### config.mk
export PLATFORM = sky130hd
export DESIGN_NAME = acc_uart_tx
export DESIGN_NICKNAME = d
export VERILOG_FILES = /design/src/rtl/acc_uart_pkg.sv /design/src/rtl/acc_uart_baud.sv /design/src/rtl/acc_uart_tx.sv
export SDC_FILE = /design/constraint.sdc
export NUM_CORES = 1
export LEC_CHECK = 0
export ABC_CLOCK_PERIOD_IN_PS = 3900
export CAP_MARGIN = 10
export CORE_MARGIN = 5
export CORE_UTILIZATION = 55
export DETAILED_ROUTE_END_ITERATION = 8
export HOLD_SLACK_MARGIN = 0.06
export PLACE_DENSITY = 0.8
export SYNTH_ARGS = -nofsm -noshare
export SYNTH_HDL_FRONTEND = slang
export SYNTH_HIERARCHICAL = 1
export SYNTH_SLANG_ARGS = --single-unit
### constraint.sdc
create_clock -name clk -period 3.9 [get_ports clk]
set_input_delay 0.78 -clock clk [delete_from_list [all_inputs] [get_ports clk]]
set_output_delay 0.78 -clock clk [all_outputs]
set_load 0.05 [all_outputs]
### src/rtl/acc_uart_pkg.sv
// Shared types and constants for the accumulator UART transmitter.
package acc_uart_pkg;
    typedef enum logic [2:0] {IDLE, START, DATA, PARITY, STOP} state_t;

    localparam int   BITS_PER_BYTE  = 8;
    localparam int   BYTES_PER_WORD = 2;
    localparam logic TX_IDLE_LEVEL  = 1'b1;
endpackage

### src/rtl/acc_uart_baud.sv
// Baud divider: bit_tick pulses on the last cycle of every CLKS_PER_BIT window.
// restart clears the count so the next window begins on the following cycle.
module acc_uart_baud #(
    parameter int CLKS_PER_BIT = 16
) (
    input  logic clk,
    input  logic rst,
    input  logic restart,
    output logic bit_tick
);
    localparam int CW = (CLKS_PER_BIT > 1) ? $clog2(CLKS_PER_BIT) : 1;
    localparam logic [CW-1:0] LAST = CW'(CLKS_PER_BIT - 1);

    logic [CW-1:0] cnt;

    always_ff @(posedge clk) begin
        if (rst || restart) begin
            cnt <= '0;
        end else if (cnt == LAST) begin
            cnt <= '0;
        end else begin
            cnt <= cnt + 1'b1;
        end
    end

    assign bit_tick = (cnt == LAST);
endmodule

### src/rtl/acc_uart_tx.sv
// Sends a captured 16-bit accumulator word as two UART frames, low byte first.
// Define ACC_UART_TX_PARITY_EN for 8E1 framing; default build is 8N1.
module acc_uart_tx
    import acc_uart_pkg::*;
#(
    parameter int CLKS_PER_BIT = 16,
    parameter int DATA_W       = 16
) (
    input  logic              clk,
    input  logic              rst,
    input  logic [DATA_W-1:0] acc_in,
    input  logic              acc_valid,
    output logic              acc_ready,
    output logic              tx,
    output logic              busy,
    output logic              done
);
    state_t      state_q, state_d;
    logic [15:0] hold_q, hold_d;
    logic [7:0]  shreg_q, shreg_d;
    logic [2:0]  bit_idx_q, bit_idx_d;
    logic        byte_idx_q, byte_idx_d;
    logic        tx_q, tx_d;
    logic        done_q, done_d;
    logic        capture;
    logic        bit_tick;
    logic [7:0]  cur_byte;

    assign capture  = acc_valid && (state_q == IDLE);
    assign cur_byte = byte_idx_q ? hold_q[15:8] : hold_q[7:0];

    // Restarting on capture aligns the first tick with the end of the start bit.
    acc_uart_baud #(.CLKS_PER_BIT(CLKS_PER_BIT)) u_baud (
        .clk      (clk),
        .rst      (rst),
        .restart  (capture),
        .bit_tick (bit_tick)
    );

    always_comb begin
        state_d    = state_q;
        hold_d     = hold_q;
        shreg_d    = shreg_q;
        bit_idx_d  = bit_idx_q;
        byte_idx_d = byte_idx_q;
        tx_d       = tx_q;
        done_d     = 1'b0;
        case (state_q)
            IDLE: begin
                tx_d = TX_IDLE_LEVEL;
                if (capture) begin
                    hold_d     = acc_in[15:0];
                    byte_idx_d = 1'b0;
                    bit_idx_d  = '0;
                    state_d    = START;
                    tx_d       = 1'b0;
                end
            end
            START: begin
                if (bit_tick) begin
                    shreg_d   = cur_byte;
                    tx_d      = cur_byte[0];
                    bit_idx_d = '0;
                    state_d   = DATA;
                end
            end
            DATA: begin
                if (bit_tick) begin
                    bit_idx_d = bit_idx_q + 1'b1;
                    shreg_d   = shreg_q >> 1;
                    if (bit_idx_q == 3'(BITS_PER_BYTE - 1)) begin
`ifdef ACC_UART_TX_PARITY_EN
                        state_d = PARITY;
                        tx_d    = ^cur_byte;
`else
                        state_d = STOP;
                        tx_d    = TX_IDLE_LEVEL;
`endif
                    end else begin
                        tx_d = shreg_q[1];
                    end
                end
            end
`ifdef ACC_UART_TX_PARITY_EN
            PARITY: begin
                if (bit_tick) begin
                    state_d = STOP;
                    tx_d    = TX_IDLE_LEVEL;
                end
            end
`endif
            STOP: begin
                if (bit_tick) begin
                    // Second byte's start bit follows with no idle gap.
                    if (byte_idx_q == 1'(BYTES_PER_WORD - 1)) begin
                        state_d = IDLE;
                        done_d  = 1'b1;
                        tx_d    = TX_IDLE_LEVEL;
                    end else begin
                        byte_idx_d = 1'b1;
                        state_d    = START;
                        tx_d       = 1'b0;
                    end
                end
            end
            default: begin
                state_d = IDLE;
                tx_d    = TX_IDLE_LEVEL;
            end
        endcase
    end

    always_ff @(posedge clk) begin
        if (rst) begin
            state_q    <= IDLE;
            hold_q     <= '0;
            shreg_q    <= '0;
            bit_idx_q  <= '0;
            byte_idx_q <= 1'b0;
            tx_q       <= TX_IDLE_LEVEL;
            done_q     <= 1'b0;
        end else begin
            state_q    <= state_d;
            hold_q     <= hold_d;
            shreg_q    <= shreg_d;
            bit_idx_q  <= bit_idx_d;
            byte_idx_q <= byte_idx_d;
            tx_q       <= tx_d;
            done_q     <= done_d;
        end
    end

    assign tx        = tx_q;
    assign done      = done_q;
    assign busy      = (state_q != IDLE);
    assign acc_ready = !busy;
endmodule

* After elaboration in Yosys (flattened, before gate mapping)
Index checks and enable logic that the tools add are counted.
Storage, ports and cells: ROM bits 0, bits in registers 37, input port bits 19, output and inout bits 4, bits in latches 0, memories 0, memory bits (writable) 0
Operators by class: div/mod/pow operators 0, $add $sub $neg 2, equal/unequal tests 10, reduce and logical (&&, ||, !) cells 16, bitwise gates (word level) 2, $mul 0, magnitude comparators 0, shifts and indexed selects 0, mux-type cells 25
Operators by type and width (number):
- 2-to-1 mux 3 bit | 8
- 2-to-1 mux 8 bit | 3
- one-hot mux 8 bit (2 select lines) | 1
- one-hot mux 3 bit (4 select lines) | 1
- 2-to-1 mux 1 bit | 9
- one-hot mux 3 bit (3 select lines) | 1
- AND reduction 3 bit | 3
- != test 2 bit (second input constant) | 4
- == test 3 bit (second input constant) | 2
- nonzero test 3 bit | 2
- AND reduction 5 bit | 1
- adder 4 x 1 -> 4 bit (second input constant) | 1
- == test 4 bit (second input constant) | 1
- one-hot mux 1 bit (4 select lines) | 1
- AND reduction 4 bit | 1
- nonzero test 2 bit | 2
- adder 3 x 1 -> 3 bit (second input constant) | 1
- == test 3 x 1 -> 1 bit (second input constant) | 1
- == test 3 x 2 -> 1 bit (second input constant) | 1
- logical NOT 3 bit | 1
- OR reduction 3 bit | 1
- != test 2 x 1 -> 1 bit (second input constant) | 1
- inverter 1 bit | 2
- one-hot mux 1 bit (2 select lines) | 1
- other kinds (5) | 5

* Depth between registers and ports, before layout
Gate-level depths: netlist of run 1.
word-level depth 4, depth in mapped cells 9

* Hierarchy
The synthesis of run 1 kept the hierarchy.
Modules (own cells, without submodules):
- acc_uart_tx | sequential area each 640.6 um^2, times used 1, area an instance 1496.4 um^2, cells an instance 190
- acc_uart_baud | sequential area each 80.1 um^2, times used 1, area an instance 157.7 um^2, cells an instance 16

* Least setup slack after synthesis of run 1
No wires, ideal clock.
path kind reg2out, start point register state_q[2], end point output busy, required time 3.120 ns, path slack 0.761 ns, arrival time 2.359 ns, buffers on the path 2, stages on the path, launching flop included 5, path through dfxtp_1 -> clkbuf_1 -> clkbuf_1 -> nor3_1 -> inv_1
Between the ends: longest elaborated chain between the ends 1
RTL lines:
- start: declaration | RTL line acc_uart_tx.sv:18 | state_t state_q, state_d;
- start signal: assignment | RTL line acc_uart_tx.sv:123 | state_q <= state_d;
- nonzero test 3 bit | RTL line acc_uart_tx.sv:135 | assign busy = (state_q != IDLE);
- end: declaration | RTL line acc_uart_tx.sv:15 | output logic busy,
Every way passes these cells.

* Worst setup path in the final report of run 1
Ends and elaborated chain as after synthesis.

==> impl_metrics.csv, run 1 <==
group,metric,value,unit
clock_network,ctsHoldBuffers,0,
floorplan,die_h,64.8,um
synth,syn-instance-count,206,
floorplan,io_pins,23,
synth,synth_edf_count,0,
worst_setup_path,critical_path_peak_fanout,21,
grt,first_global_vias,1329,
sta,finalCritPeriodShare,72.4,%
sta,rsz0062_at_grt,"no",
floorplan,die-area,4200,um^2
worst_setup_path,cp_num_buf_inv,2,
sta,clock-skew-final,0.00369,ns
drt,drc,0,
drt,via_count,1416,
worst_setup_path,critPathArrivalTime,2.04,ns
pwr,switchingPower,0.175,mW
sta,fin_crit,2.82,ns
pwr,clkPwrFrac,27.9,%
placement,portBuffers,22,
floorplan,initial_core_util,55.5,%
synth,syn_nets,228,
finish,diodes,0,
sta,setup_viol,0,
finish,layout.cells.non_filler,254,
floorplan,core_area,2980,um^2
placement,dpl.cell_count,247,
synth,ys.flop_type,"dfxtp_1",
drt,wl_met3,197,um
synth,syn_avg_cell_area,8.03,um^2
drt,drt_first_iter_violations,102,
clock_network,tritoncts,"yes",
worst_setup_path,start_kind,"register",
worst_setup_path,path_delay_family,"buffers and inverters",
drt,ant_nets,0,
placement,gp_congestion,0.791,
grt,grt_max_degree,22,
worst_setup_path,cp-end-kind,"output port",
placement,post-dp-hpwl,2390,um
pwr,power_frac_comb,12.7,%
flow_run,maxCapViolations,0,
clock_network,root_buffer,"clkbuf_4",
drt,highest_layer,"met4",
sta,drv_slew,0,
synth,syn_area,1650,um^2
pwr,p_int,0.487,mW
worst_setup_path,cp.required,3.12,ns
grt,overflow,0,
synth,synthesis.yosys.warnings,6,
clock_network,cts_setup_buffers,0,
grt,grt_first_pass_wirelength,5780,um
drt,drt_pre_antenna_iters,4,
clock_network,cts_sinks,36,
clock_network,htreeDepth,2,
sta,timing.fmax,354,MHz
sta,finalHoldViolations,0,
synth,async_flop_share,0,%
pwr,seq_power_share,59.4,%
pwr,finalPower,0.662,mW
worst_setup_path,crit_path_max_incr_delay,0.79,ns
floorplan,die_x,64.8,um
pwr,p_sw_share,26.5,%
hold_path,hold_class,"reg -> reg",
clock_network,clkTransAtPathRegs,0.11,ns
finish,design_area,1900,um^2
drt,drt-vias-per-instance,5.57,
floorplan,row_count,20,
pwr,vdd_drop_max,248,uV
worst_setup_path,crit_chain,"nor3_1 > inv_1 > clkdlybuf4s50_1",
synth,ys_seq_elements,36,
clock_network,numCtsBuffers,5,
sta,tns,0,ns
drt,wl_met2,1490,um
worst_setup_path,crit_type,"reg -> out",
finish,layout-drive-gt1-share,5.43,%
status,outcome,"finished, final reports clean",
drt,wl_met1,1540,um
grt,grt.total_usage,17.2,%
clock_network,insertion_delay,0.32,ns
clock_network,clk_path_buf_depth,2,
pwr,power_density,348,nW/um^2
synth,synth_cell_types,38,
sta,maxSlewHeadroom,56.1,%
worst_setup_path,crit_slowest_cell,"clkdlybuf4s50_1",
sta,worstMarginPinSlew,0.656,ns
drt,avgRoutedWirePerCell,12.8,um
finish,syn2layout_area_growth,15.0,%
synth,ys_seq_area_share,43.6,%
pwr,p_leak,0.742,nW
placement,place_area,1860,um^2
drt,routed_wl,3260,um
clock_network,cts_resized,0,
grt,grt_antenna_before_repair,0,
finish,finalNetCount,243,
==> sequential cells by signal (all words and copies together) (netlist names) <==
name,cells
hold_q,16
shreg_q,7
u_baud/cnt,4
bit_idx_q,3
state_q,3
byte_idx_q,1
done,1
tx,1
==> cells in the mapped netlist (2+ instances only) <==
library cell | n | share of area (%)
mux2i_1 | 7 | 4.2
a21oi_1 | 28 | 8.5
o21ai_0 | 5 | 1.5
dfxtp_1 | 36 | 44
xor2_1 | 3 | 1.6
nand3_1 | 4 | 1.2
clkbuf_1 | 10 | 2.3
a22oi_1 | 2 | 0.91
ha_1 | 3 | 2.3
or4b_1 | 2 | 1.2
and3_1 | 2 | 0.76
o211ai_1 | 6 | 2.7
nor3_1 | 5 | 1.5
nor2b_1 | 6 | 2.3
buf_2 | 2 | 0.61
inv_1 | 4 | 0.91
nand2_1 | 51 | 12
nor2_1 | 8 | 1.8
mux2_2 | 3 | 2.0
==> area by class of cell <==
cell class	instances	area (um^2)
Fill cell	266	1080
Multi-Input combinational cell	150	847
Sequential cell	36	721
Timing Repair Buffer	23	228
Clock buffer	6	41.3
Tap cell	33	41.3
Inverter	5	18.8
Clock inverter	1	5.00
==> per-layer routing <==
metal	up-vias	GRT usage, %
met5	-	0
met4	0	7.65
met3	2	3.99
met2	46	25.8
met1	632	23.4
li1	736	-
==> cells by family after synthesis <==
| group | share of synthesized area [%] |
|---|---|
| AO/OA/AOI/OAI | 16.6 |
| multiplexers | 6.28 |
| flip-flops | 43.6 |
| XOR/XNOR | 2.12 |
| adder cells (fa/ha/maj) | 2.27 |
| buffers and inverters | 5.22 |
| AND/OR/NAND/NOR | 24.0 |
==> path summary, 6_finish.rpt <==
kind / from / end / slack, ns / depth (start not counted)
hold reg to reg: hold_q[14] / hold_q[14] / 0.47 / 2
setup / recovery: state_q[2] / busy / 1.08 / 3
hold / removal: hold_q[14] / hold_q[14] / 0.47 / 2
setup reg to reg: state_q[2] / u_baud/cnt[3] / 1.55 / 6
==> tightest hold or removal path, cell delays in order (launching register included) <==
cell	delay [ns]
dfxtp_1	0.32
nand2_1	0.05
a21oi_1	0.06
==> power by group through the flow <==
stage	combinational [mW]	clock, mW	sequential [mW]
6_report	0.0841	0.185	0.393
5_1_grt	0.0937	0.204	0.396
4_1_cts	0.0844	0.189	0.393
3_5_place_dp	0.0840	0	0.402
3_3_place_gp	0.0818	0	0.400
2_1_floorplan	0.0524	0	0.400
==> cells in the final DEF (no fill, tap or decap), types with 4 or more instances in the layout <==
master / instances
nor2_1: 8
dfxtp_1: 36
o211ai_1: 6
a21oi_1: 28
o21ai_0: 5
nor2b_1: 6
inv_1: 4
nand2_1: 51
nand3_1: 4
clkbuf_4: 5
mux2i_1: 7
nor3_1: 5
clkdlybuf4s50_1: 22
==> per-stage QoR <==
step | hold WS [ns] | setup slack, ns | util (%)
final | 0.466 | 1.08 | 63.9
after global routing | 0.488 | 0.957 | 63.9
after CTS | 0.464 | 1.08 | 63.9
after detailed placement | 0.449 | 1.02 | 62.3
after global placement | 0.426 | 1.09 | 62.3
after floorplan | 0.418 | 0.761 | -
No activity file was read; power rests on OpenSTA's default activity.
==> run 2, diff against run 1 <==
Settings changed: ABC_CLOCK_PERIOD_IN_PS 3900 to 2870, CORE_UTILIZATION 55 to 53, PLACE_DENSITY 0.8 to 0.78.
Clock period 3.9 ns to 2.87 ns, I/O delays scaled along.
==> impl_metrics.csv, run 2 (synthesized netlist as in run 1, its figures left out) <==
group,metric,value,unit
status,outcome,"finished, final reports clean",
pwr,seq_power_share,58.8,%
finish,layout_common_cells,"nand2_1, dfxtp_1, a21oi_1",
placement,dpl_worst_slack,0.566,ns
worst_setup_path,crit_chain,"nor3_2 > inv_1 > clkdlybuf4s50_1",
pwr,power_frac_comb,13.0,%
pwr,p_sw_share,27.0,%
drt,drt_pre_antenna_iters,4,
clock_network,tritoncts,"yes",
sta,worstMarginPinSlew,0.703,ns
finish,layout-drive-gt1-share,6.31,%
sta,finalCritPeriodShare,90.6,%
placement,post-dp-hpwl,2400,um
pwr,finalPower,0.909,mW
sta,setup_viol,0,
sta,whs,0.460,ns
clock_network,root_buffer,"clkbuf_4",
worst_setup_path,cp.required,2.30,ns
worst_setup_path,path_delay_family,"buffers and inverters",
grt,grt_first_pass_wirelength,5870,um
worst_setup_path,start_kind,"register",
sta,drv_slew,0,
finish,layout.cells.non_filler,266,
sta,rsz0062_at_grt,"no",
clock_network,clkTransAtPathRegs,0.11,ns
flow_run,maxCapViolations,0,
finish,finish.utilization,63.7,%
pwr,clkPwrFrac,28.3,%
drt,drt_first_iter_violations,105,
sta,tns,0,ns
clock_network,numCtsBuffers,5,
sta,fin_crit,2.60,ns
finish,max_flop_register,"hold_q",
hold_path,hold_class,"reg -> reg",
drt,ant_nets,0,
drt,routed_wl,3470,um
placement,dpl.cell_count,259,
drt,drc,0,
clock_network,clk_path_buf_depth,2,
worst_setup_path,crit_path_max_incr_delay,0.79,ns
worst_setup_path,cp_num_buf_inv,2,
finish,diodes,0,
grt,grt_antenna_before_repair,0,
drt,drt-vias-per-instance,5.47,
floorplan,row_count,20,
finish,design_area,1930,um^2
placement,portBuffers,22,
floorplan,die_x,65.9,um
clock_network,cts_resized,0,
grt,grt_max_degree,22,
pwr,p_leak,0.747,nW
floorplan,core_area,3030,um^2
finish,syn2layout_area_growth,16.6,%
finish,final_common_cell,"nand2_1",
clock_network,cts_sinks,36,
worst_setup_path,crit_type,"reg -> out",
grt,grt.total_usage,17.8,%
pwr,power_density,471,nW/um^2
sta,finalHoldViolations,0,
clock_network,cts_setup_buffers,0,
placement,gp_congestion,0.787,
clock_network,ctsHoldBuffers,0,
finish,finalNetCount,244,
clock_network,htreeDepth,2,
finish,num-fill-cells,269,
finish,largest_reg_flops,16,
worst_setup_path,critPathArrivalTime,2.03,ns
sta,timing.fmax,385,MHz
grt,first_global_vias,1339,
pwr,vdd_drop_max,296,uV
worst_setup_path,critical_path_peak_fanout,21,
floorplan,die_h,65.9,um
sta,worst_slack,0.270,ns
finish,top_regs,"hold_q (16), shreg_q (7), u_baud/cnt (4)",
drt,via_count,1456,
sta,maxSlewHeadroom,53.0,%
sta,clock-skew-final,0.00555,ns
floorplan,io_pins,23,
clock_network,insertion_delay,0.35,ns
drt,avgRoutedWirePerCell,13.1,um
pwr,p_int,0.663,mW
worst_setup_path,crit_slowest_cell,"clkdlybuf4s50_1",
floorplan,initial_core_util,54.6,%
pwr,switchingPower,0.246,mW
placement,place_area,1880,um^2
grt,overflow,0,
worst_setup_path,cp-end-kind,"output port",
floorplan,die-area,4340,um^2
[run 2: cell count changes in the layout (fill, tap and decap cells not counted)]
cell and delta:
nor3_1 -1, nor3_2 +1, buf_4 +1
[run 2: path summary, 6_finish.rpt]
kind / start / endpoint / slack [ns] / cells past startpoint
worst max-delay path: state_q[2] / busy / 0.27 / 3
worst min-delay path: hold_q[9] / hold_q[9] / 0.46 / 2
worst max register to register: u_baud/cnt[0] / bit_idx_q[1] / 0.79 / 7
worst min register to register: hold_q[9] / hold_q[9] / 0.46 / 2
[run 2: layout make-up]
cell class | instances | area (um^2) | area share, %
clock buffers | 6 | 41.3 | 2.14
well taps | 44 | 55.1 | 2.86
repair buffers | 24 | 235 | 12.2
flip-flops and latches | 36 | 721 | 37.4
inverters | 5 | 18.8 | 0.973
clock inverters | 1 | 5.00 | 0.260
multi-input cells | 150 | 852 | 44.2
[run 2: tightest hold or removal path: cells and delay by family, from the launching register on]
kind	cells	cell delay, ns
AO/OA/AOI/OAI	1	0.05
AND/OR/NAND/NOR	1	0.05
flip-flops	1	0.32
[run 2: metal layers]
| metal | wire length, um | GRT usage, % | vias to the layer above |
|---|---|---|---|
| met4 | 90 | 10.9 | 0 |
| met1 | 1580 | 21.3 | 671 |
| met5 | 0 | 0 | - |
| met3 | 150 | 3.74 | 8 |
| met2 | 1650 | 28.8 | 45 |
| li1 | - | - | 732 |
[run 2: power groups by stage]
stage               registers [mW]  logic (mW)  clock network [mW]
finish                       0.534       0.118               0.257
global route                 0.536       0.131               0.279
CTS                          0.534       0.118               0.263
detailed placement           0.545       0.117                   0
global placement             0.544       0.114                   0
floorplan                    0.543      0.0717                   0
==> run 3, diff against run 2 <==
--- a/config.mk
+++ b/config.mk
@@ -9,8 +9,7 @@
 export CAP_MARGIN = 10
 export CORE_MARGIN = 5
-export CORE_UTILIZATION = 53
+export CORE_UTILIZATION = 35
 export DETAILED_ROUTE_END_ITERATION = 8
 export HOLD_SLACK_MARGIN = 0.06
-export PLACE_DENSITY = 0.78
 export SYNTH_ARGS = -nofsm -noshare
 export SYNTH_HDL_FRONTEND = slang
==> constraint.sdc (replaced) <==
create_clock -name clk -period 2.87 [get_ports clk]
set_input_delay 0.287 -clock clk [delete_from_list [all_inputs] [get_ports clk]]
set_output_delay 0.287 -clock clk [all_outputs]
set_load 0.05 [all_outputs]
==> impl_metrics.csv, run 3 (synthesized netlist as in run 1, its figures left out) <==
group,metric,value,unit
status,outcome,"finished, final reports clean",
floorplan,io_pins,23,
worst_setup_path,timing.rr.start,"state_q[1]",
drt,drt_pre_antenna_iters,4,
worst_setup_path,reg2reg_depth,3,
drt,routed_wl,3420,um
worst_setup_path,crit_type,"reg -> out",
drt,drc,0,
floorplan,initial_core_util,35.5,%
hold_path,worstHoldStart,"u_baud/cnt[0]",
sta,worstMarginPinSlew,0.790,ns
placement,gp_congestion,0.691,
sta,finalCritPeriodShare,81.1,%
clock_network,insertion_delay,0.29,ns
grt,grt.total_usage,12.5,%
sta,clock-skew-final,0.00944,ns
drt,drt_first_iter_violations,97,
hold_path,worstHoldPathCells,1,
sta,setup_viol,0,
grt,grt_antenna_before_repair,0,
worst_setup_path,path_delay_family,"buffers and inverters",
sta,fin_crit,2.33,ns
worst_setup_path,crit_path_max_incr_delay,0.79,ns
placement,dpl.cell_count,269,
clock_network,clkTransAtPathRegs,0.08,ns
drt,ant_nets,0,
clock_network,ctsHoldBuffers,0,
sta,rsz0062_at_grt,"no",
worst_setup_path,cp_num_buf_inv,2,
finish,finalNetCount,244,
grt,overflow,0,
floorplan,die_x,78.7,um
finish,layout.cells.non_filler,277,
finish,num-fill-cells,477,
grt,grt_first_pass_wirelength,6000,um
sta,timing.fmax,430,MHz
floorplan,die_h,78.7,um
worst_setup_path,critical_path_peak_fanout,21,
worst_setup_path,cp-end-kind,"output port",
hold_path,hold_end,"u_baud/cnt[0]",
drt,via_count,1370,
finish,seqCellArea,721,um^2
placement,portBuffers,22,
drt,drt-vias-per-instance,4.95,
flow_run,maxCapViolations,0,
finish,top_regs,"hold_q (16), shreg_q (7), u_baud/cnt (4)",
finish,max_flop_register,"hold_q",
clock_network,cts_resized,0,
clock_network,htreeDepth,2,
finish,layout_common_cells,"nand2_1, dfxtp_1, a21oi_1",
worst_setup_path,crit_slowest_cell,"clkdlybuf4s50_1",
placement,post-dp-hpwl,2290,um
drt,avgRoutedWirePerCell,12.4,um
finish,layout-drive-gt1-share,6.73,%
worst_setup_path,r2r_slack,0.89,ns
worst_setup_path,start_kind,"register",
worst_setup_path,r2r-end,"bit_idx_q[1]",
finish,syn2layout_area_growth,19.8,%
clock_network,cts_setup_buffers,0,
sta,tns,0,ns
clock_network,cts_sinks,36,
floorplan,die-area,6200,um^2
worst_setup_path,crit_chain,"nor3_1 > inv_1 > clkdlybuf4s50_1",
hold_path,hold_class,"reg -> reg",
clock_network,tritoncts,"yes",
clock_network,root_buffer,"clkbuf_8",
finish,largest_reg_flops,16,
pwr,p_leak,0.758,nW
finish,final_common_cell,"nand2_1",
pwr,power_density,512,nW/um^2
pwr,vdd_drop_max,270,uV
finish,diodes,0,
sta,maxSlewHeadroom,47.2,%
finish,multi_input_area,847,um^2
clock_network,clk_path_buf_depth,2,
worst_setup_path,cp.required,2.58,ns
floorplan,row_count,25,
floorplan,core_area,4660,um^2
clock_network,numCtsBuffers,5,
grt,grt_max_degree,22,
grt,first_global_vias,1270,
worst_setup_path,critPathArrivalTime,2.04,ns
sta,drv_slew,0,
sta,finalHoldViolations,0,
run 3: cell types whose count changed in the layout (fill, tap and decap cells not counted):
| cell | delta |
|---|---|
| clkinv_4 | +1 |
| clkbuf_8 | +5 |
| clkinvlp_4 | +2 |
| nor3_1 | +1 |
| clkinv_2 | -1 |
| clkbuf_1 | -1 |
| clkbuf_4 | -5 |
| nor3_2 | -1 |
run 3: area by class of cell:
class                           count  area share, %
Clock buffer                        5           3.47
Timing Repair Buffer               24           11.9
Multi-Input combinational cell    150           42.7
Sequential cell                    36           36.4
Clock inverter                      3           1.20
Inverter                            5          0.947
Tap cell                           54           3.41
run 3: power breakdown:
group | switching, mW | internal (mW)
sequential | 0.0142 | 0.519
combinational | 0.0633 | 0.0540
clock | 0.194 | 0.172
total | 0.271 | 0.744
run 3: worst max path at each step:
| stage | startpoint | endpoint | slack (ns) | depth (start not counted) |
|---|---|---|---|---|
| after floorplan | state_q[2] | busy | 0.22 | 4 |
| after global placement | acc_valid | u_baud/cnt[3] | 0.86 | 7 |
| after detailed placement | acc_valid | u_baud/cnt[3] | 0.85 | 7 |
| after CTS | state_q[2] | busy | 0.55 | 3 |
| after global routing | state_q[2] | busy | 0.41 | 3 |
| final | state_q[2] | busy | 0.54 | 3 |
run 3: routing by layer:
| metal | track usage [%] | wire length (um) |
|---|---|---|
| met5 | 0 | 0 |
| met1 | 16.6 | 1830 |
| met2 | 18.3 | 1400 |
| met3 | 3.85 | 122 |
| met4 | 5.77 | 68 |
run 3: metrics by stage:
stage / setup WS (ns) / hold WS, ns / cell area, um^2 / power (mW) / util [%]
after global placement: 0.863 / 0.428 / 1890 / 0.661 / 40.5
after floorplan: 0.224 / 0.358 / 1650 / 0.614 / -
after CTS: 0.549 / 0.450 / 1980 / 1.03 / 42.5
after detailed placement: 0.846 / 0.439 / 1890 / 0.662 / 40.5
after global routing: 0.409 / 0.483 / 1980 / 1.07 / 42.5
final: 0.543 / 0.446 / 1980 / 1.02 / 42.5
run 3: worst register-to-register path, stage by stage (launching register included):
cell and delay, ns:
dfxtp_1 0.58, or3b_1 0.62, or4b_1 0.55, a21oi_1 0.15
